`src/rtl/vec_pkg.sv`:
```
`default_nettype none
// ============================================================================
// Module  : vec_pkg
// Purpose : Shared constants and enums for the vector load/store sequencer.
// Revision: 1.0 - initial release
// ============================================================================
package vec_pkg;

   localparam int VLEN = 16;
   localparam int EW   = 16;
   localparam int AW   = 16;
   localparam int RAW  = 3;
   localparam int CW   = 4;

   localparam logic [CW-1:0] CNT_LAST = CW'(VLEN - 1);
   localparam logic [CW-1:0] CNT_PRE  = CW'(VLEN - 2);

   typedef enum logic {
      OP_LOAD  = 1'b0,
      OP_STORE = 1'b1
   } op_e;

   typedef enum logic [2:0] {
      S_IDLE  = 3'd0,
      S_SETUP = 3'd1,
      S_XFER  = 3'd2,
      S_DRAIN = 3'd3,
      S_DONE  = 3'd4
   } state_e;

endpackage
`default_nettype wire

```
`src/rtl/vec_addr_gen.sv`:
```
`default_nettype none
// ============================================================================
// Module  : vec_addr_gen
// Purpose : Element address accumulator; VEC_STRIDE_EN adds a latched stride,
//           otherwise the stride is fixed at one.
// Revision: 1.0 - initial release
// ============================================================================
module vec_addr_gen
   import vec_pkg::*;
(
   input  logic          clk_i,
   input  logic          rst_i,
   input  logic          load_i,
   input  logic          step_i,
   input  logic [AW-1:0] base_i,
`ifdef VEC_STRIDE_EN
   input  logic [AW-1:0] stride_i,
`endif
   output logic [AW-1:0] addr_o
);

   logic [AW-1:0] addr_q;
   logic [AW-1:0] addr_d;
   logic [AW-1:0] w_stride;

`ifdef VEC_STRIDE_EN
   logic [AW-1:0] stride_q;

   always_ff @(posedge clk_i) begin
      if (rst_i) begin
         stride_q <= '0;
      end else if (load_i) begin
         stride_q <= stride_i;
      end
   end

   assign w_stride = stride_q;
`else
   assign w_stride = AW'(1);
`endif

   // The base is folded into the accumulator on load; wrap is modulo 2^AW.
   always_comb begin
      addr_d = addr_q;
      if (load_i) begin
         addr_d = base_i;
      end else if (step_i) begin
         addr_d = addr_q + w_stride;
      end
   end

   always_ff @(posedge clk_i) begin
      if (rst_i) begin
         addr_q <= '0;
      end else begin
         addr_q <= addr_d;
      end
   end

   assign addr_o = addr_q;

endmodule
`default_nettype wire

```
`src/rtl/vec_mem_seq.sv`:
```
`default_nettype none
// ============================================================================
// Module  : vec_mem_seq
// Purpose : Load/store sequencer between data memory and the vector RF serial
//           port. Optional macro VEC_STRIDE_EN adds the Stride input.
// Revision: 1.0 - initial release
// ============================================================================
module vec_mem_seq
   import vec_pkg::*;
(
   input  logic           Clk,
   input  logic           Rst,
   input  logic           Start,
   input  logic           Op,
   input  logic [RAW-1:0] VecIdx,
   input  logic [AW-1:0]  MemBase,
`ifdef VEC_STRIDE_EN
   input  logic [AW-1:0]  Stride,
`endif
   output logic           Busy,
   output logic           Done,
   output logic [RAW-1:0] RfAddr,
   output logic           RfWr_s,
   output logic           RfRd_s,
   output logic [EW-1:0]  RfDataIn_s,
   input  logic [EW-1:0]  RfDataOut_s,
   output logic [AW-1:0]  MemAddr,
   output logic           MemRd,
   input  logic [EW-1:0]  MemRdData,
   output logic           MemWr,
   output logic [EW-1:0]  MemWrData
);

   state_e         state_q;
   op_e            op_q;
   logic [CW-1:0]  cnt_q;
   logic           busy_q;
   logic           done_q;
   logic           rfwr_q;
   logic           rfrd_q;
   logic           memrd_q;
   logic           memwr_q;
   logic [RAW-1:0] rfaddr_q;
   logic           w_load;
   logic           w_step;

   assign w_load = (state_q == S_IDLE) && Start;

   // Load prefetches one element ahead; store writes trail the RF read by one.
   assign w_step = ((state_q == S_SETUP) && (op_q == OP_LOAD)) ||
                   ((state_q == S_XFER) && (op_q == OP_LOAD)  && (cnt_q != CNT_LAST)) ||
                   ((state_q == S_XFER) && (op_q == OP_STORE) && (cnt_q != '0));

   vec_addr_gen u_addr_gen (
      .clk_i    (Clk),
      .rst_i    (Rst),
      .load_i   (w_load),
      .step_i   (w_step),
      .base_i   (MemBase),
`ifdef VEC_STRIDE_EN
      .stride_i (Stride),
`endif
      .addr_o   (MemAddr)
   );

   always_ff @(posedge Clk) begin
      if (Rst) begin
         state_q  <= S_IDLE;
         op_q     <= OP_LOAD;
         cnt_q    <= '0;
         busy_q   <= 1'b0;
         done_q   <= 1'b0;
         rfwr_q   <= 1'b0;
         rfrd_q   <= 1'b0;
         memrd_q  <= 1'b0;
         memwr_q  <= 1'b0;
         rfaddr_q <= '0;
      end else begin
         case (state_q)
            S_IDLE: begin
               done_q <= 1'b0;
               if (Start) begin
                  state_q  <= S_SETUP;
                  op_q     <= op_e'(Op);
                  rfaddr_q <= VecIdx;
                  busy_q   <= 1'b1;
                  cnt_q    <= '0;
                  memrd_q  <= (op_e'(Op) == OP_LOAD);
               end
            end
            S_SETUP: begin
               state_q <= S_XFER;
               cnt_q   <= '0;
               rfwr_q  <= (op_q == OP_LOAD);
               rfrd_q  <= (op_q == OP_STORE);
            end
            S_XFER: begin
               cnt_q <= cnt_q + 1'b1;
               if (op_q == OP_LOAD) begin
                  memrd_q <= (cnt_q < CNT_PRE);
                  if (cnt_q == CNT_LAST) begin
                     rfwr_q  <= 1'b0;
                     done_q  <= 1'b1;
                     state_q <= S_DONE;
                  end
               end else begin
                  memwr_q <= 1'b1;
                  if (cnt_q == CNT_LAST) begin
                     rfrd_q  <= 1'b0;
                     state_q <= S_DRAIN;
                  end
               end
            end
            S_DRAIN: begin
               memwr_q <= 1'b0;
               done_q  <= 1'b1;
               state_q <= S_DONE;
            end
            S_DONE: begin
               done_q  <= 1'b0;
               busy_q  <= 1'b0;
               state_q <= S_IDLE;
            end
            default: begin
               state_q <= S_IDLE;
            end
         endcase
      end
   end

   assign Busy       = busy_q;
   assign Done       = done_q;
   assign RfAddr     = rfaddr_q;
   assign RfWr_s     = rfwr_q;
   assign RfRd_s     = rfrd_q;
   assign MemRd      = memrd_q;
   assign MemWr      = memwr_q;
   assign RfDataIn_s = rfwr_q  ? MemRdData   : '0;
   assign MemWrData  = memwr_q ? RfDataOut_s : '0;

endmodule
`default_nettype wire
```
`config.mk`:
```
export PLATFORM = sky130hd
export DESIGN_NAME = vec_mem_seq
export DESIGN_NICKNAME = d
export VERILOG_FILES = /design/src/rtl/vec_pkg.sv /design/src/rtl/vec_addr_gen.sv /design/src/rtl/vec_mem_seq.sv
export SDC_FILE = /design/constraint.sdc
export NUM_CORES = 1
export LEC_CHECK = 0
export ABC_CLOCK_PERIOD_IN_PS = 5900
export CORE_MARGIN = 2
export CORE_UTILIZATION = 43
export CTS_BUF_LIST = sky130_fd_sc_hd__clkbuf_4 sky130_fd_sc_hd__clkbuf_8 sky130_fd_sc_hd__clkbuf_16
export CTS_CLUSTER_SIZE = 20
export DETAILED_ROUTE_END_ITERATION = 8
export PLACE_DENSITY_LB_ADDON = 0.2
export SYNTH_ARGS = -nofsm -noshare
export SYNTH_HDL_FRONTEND = slang
export SYNTH_SLANG_ARGS = --single-unit
export TNS_END_PERCENT = 5
```
`constraint.sdc`:
```
create_clock -name Clk -period 5.9 [get_ports Clk]
set_input_delay 1.18 -clock Clk [delete_from_list [all_inputs] [get_ports Clk]]
set_output_delay 1.18 -clock Clk [all_outputs]
set_load 0.02 [all_outputs]
```
==> summary.txt <==
====================================================================================================
Run status ............................................................................ complete, no violations
RSZ-0062 raised after global routing ..................................................        false
Endpoint required time on the critical path ...........................................      4.72 ns
HPWL Detailed .........................................................................      4980 um
Fin Hold WS ...........................................................................     0.465 ns
Time the worst path needs with I/O delays and setup ...................................      3.56 ns
Share of post-route cells with drive strength above 1 .................................        6.91%
Top flip-flop cell by instance count after synthesis ..................................      dfxtp_1
Die footprint .........................................................................    5640 um^2
Post-route clock skew .................................................................    0.0118 ns
Sequential-to-total area share from yosys stat ........................................        30.4%
Skew-Pair Late Insertion Delay ........................................................      0.29 ns
TritonCTS clock tree ..................................................................          yes
Initial cell density of the core ......................................................        45.4%
Final hold violation count ............................................................            0
CTS HTree Levels ......................................................................            2
Antenna Cells .........................................................................            0
CTS Hold Bufs .........................................................................            0
Pin count of the biggest net entering global routing ..................................           33
Number of nets in the finished design .................................................          434
Cell at the root of the clock tree ....................................................     clkbuf_8
Crit path launch type .................................................................    input pin
Number of global-route vias before repair .............................................         2231
GRT Util Overall ......................................................................        24.3%
Fraction of the cycle the final worst path needs ......................................        60.3%
Cts bufs inserted .....................................................................            5
Net Count, Synth ......................................................................          333
Fmax ..................................................................................      281 MHz
Area Overhead vs Synth ................................................................        55.6%
Yosys warns ...........................................................................            0
CP Capture Type .......................................................................  output port
Clock-pin slew reported for the worst setup and hold paths after clock tree synthesis .      0.07 ns
Number of slew-limit violations in the final report ...................................            0
Core Region ...........................................................................    4790 um^2
Path class of the lowest-slack min-delay path ......................................... flop to flop
Post-detailed-route via-to-cell ratio .................................................         5.68
Type of the worst setup path .......................................................... input pin to output port
Actual slew at the worst max-slew pin .................................................     0.793 ns
Endpoint arrival time on the critical path ............................................      2.38 ns
Port Buffer Count .....................................................................          111
Post-Syn Area .........................................................................    2170 um^2
Number of flops mapped to enable cells by yosys .......................................            0
Remaining routing DRC violations ......................................................            0
Number of optimization iterations in the first detailed-route pass ....................            5
Summed area of non-filler cells in the final layout ...................................    3380 um^2
Final WL ..............................................................................      6970 um
Final setup violating endpoints .......................................................            0
Max-cap violations ....................................................................            0
Die extent in y .......................................................................      75.1 um
Mean cell area of the mapped netlist ..................................................    7.91 um^2
Placed Instances ......................................................................          436
Antenna violations before repair ......................................................            0
Pwr dens ..............................................................................  192 nW/um^2
Vias ..................................................................................         2517
Routability Congestion ................................................................        0.858
Post-Synthesis Cells ..................................................................          275
Slew HR ...............................................................................        47.1%
Largest fanout of any net on the critical path ........................................            1
Cell Rows .............................................................................           25
Detailed-route wire length per cell ...................................................      15.7 um
Overflow left after global routing ....................................................            0
Post-CTS setup buffer count ...........................................................            0
Peak ir drop on the vdd network .......................................................     0.137 mV
Lkg Pwr ...............................................................................      1.22 nW
Filler cell count .....................................................................          384
Max Root-Sink Buffers .................................................................            2
Total negative slack ..................................................................         0 ns
Violation count after the first detailed-routing iteration ............................          208
Total design power ....................................................................       648 uW
Number of sinks on the clock net ......................................................           33
Floorplan die width ...................................................................      75.1 um
Distinct cell type count of the synthesized netlist ...................................           58
Count of antenna-violating nets left after detailed routing ...........................            0
Number of synthesized register bits ...................................................           33
Share of flip-flops with an asynchronous set or reset after synthesis .................           0%
Wire length of the first global-routing pass ..........................................     10700 um
Count of instances resized after the clock tree is built ..............................            0
Layout Cells excl Fill ................................................................          443
Ports placed on the boundary ..........................................................          112
Cell Area, Placed .....................................................................    3290 um^2
====================================================================================================
[worst paths after layout]
kind | from | endpoint | slack (ns) | depth (start not counted)
max | MemRdData[5] | RfDataIn_s[5] | 2.34 | 3
min | RfAddr[0]$_SDFFE_PP0P_ | RfAddr[0]$_SDFFE_PP0P_ | 0.47 | 2
max reg2reg | state_q[1]$_SDFFE_PP0P_ | u_addr_gen.addr_o[6]$_SDFFE_PP0P_ | 3.59 | 4
min reg2reg | RfAddr[0]$_SDFFE_PP0P_ | RfAddr[0]$_SDFFE_PP0P_ | 0.47 | 2
[report_power, final]
| group | internal [mW] | leakage, nW | total, mW | switching, mW |
|---|---|---|---|---|
| clock network | 0.0972 | 0.0477 | 0.182 | 0.0848 |
| registers | 0.239 | 0.270 | 0.264 | 0.0256 |
| logic | 0.104 | 0.899 | 0.202 | 0.0979 |
| total | 0.440 | 1.22 | 0.648 | 0.208 |
[layout make-up]
cell class | instances | area [um^2] | area share [%]
timing repair buffer | 114 | 1130 | 33.5
clock buffer | 7 | 90.1 | 2.66
multi-input combinational | 214 | 1390 | 40.9
sequential | 33 | 661 | 19.5
tap | 67 | 83.8 | 2.48
inverter | 8 | 30.0 | 0.888
[synthesized netlist by cell type, types with 4 or more instances]
cell type | n | area (um^2)
o21ai_0 | 8 | 40.0
nand4_1 | 5 | 31.3
nand2_1 | 22 | 82.6
buf_2 | 4 | 20.0
a22oi_1 | 7 | 52.6
nor2b_1 | 4 | 25.0
o22ai_1 | 4 | 25.0
dfxtp_1 | 33 | 661
nor2_1 | 21 | 78.8
o32ai_1 | 7 | 61.3
and3_1 | 9 | 56.3
a21oi_1 | 24 | 120
clkbuf_1 | 12 | 45.0
nor3_1 | 12 | 60.1
inv_1 | 8 | 30.0
and2_1 | 32 | 200
[kinds of logic (layout without fill, tap and decap cells)]
family                     after synthesis  in the layout  share of synthesized area [%]
and+or+nand+nor                        129            129                           34.6
AOI/OAI and AO/OA                       78             78                           25.6
DFF                                     33             33                           30.4
buffers and inverters                   28            129                           5.93
adders and majority gates                3              3                           1.73
xor gates and xnor gates                 2              2                          0.806
muxes                                    2              2                          0.921
[worst max-delay path: stages]
cell	delay, ns
clkdlybuf4s50_1	0.45
and2_1	0.14
clkdlybuf4s50_1	0.61
[stage by stage]
stage | worst slack, ns | utilization [%]
floorplan | 3.32 | -
global placement | 2.36 | 68.8
detailed placement | 2.33 | 68.8
CTS | 2.33 | 70.7
global route | 2.30 | 70.7
finish | 2.34 | 70.7
[registers in the layout, summed over array words and instances (netlist names)]
name / count
u_addr_gen.addr_o: 16
cnt_q: 4
RfAddr: 3
state_q: 3
Busy: 1
Done: 1
MemRd: 1
MemWr: 1
RfRd_s: 1
RfWr_s: 1
op_q: 1
[per-layer routing]
layer  up-vias  global-route usage (%)  part of all wire, %
li1       1217                       -                    -
met1      1158                    31.0                   41
met2       133                    41.5                   48
met3         9                    5.62                  9.5
met4         0                    6.15                 0.98
met5         -                       0                    0
[layout by cell type (no fill, tap or decap), types with 3 or more instances in the layout]
cell type | netlist | layout
clkdlybuf4s50_1 | 0 | 111
nand2_1 | 22 | 22
nand3_1 | 3 | 3
o21ai_0 | 8 | 8
inv_1 | 8 | 8
a211oi_1 | 3 | 3
and3_1 | 9 | 9
dfxtp_1 | 33 | 33
clkbuf_8 | 0 | 6
o32ai_1 | 7 | 7
nor3b_1 | 3 | 3
nand4_1 | 5 | 5
and2_1 | 32 | 32
nor3_1 | 12 | 12
nor4_1 | 3 | 3
nor2b_1 | 4 | 4
a22oi_1 | 7 | 7
nor2_1 | 21 | 21
a21oi_1 | 24 | 24
ha_1 | 3 | 3
buf_4 | 1 | 3
a31oi_1 | 3 | 3
o22ai_1 | 4 | 4
(Power assumes the default switching activity.)
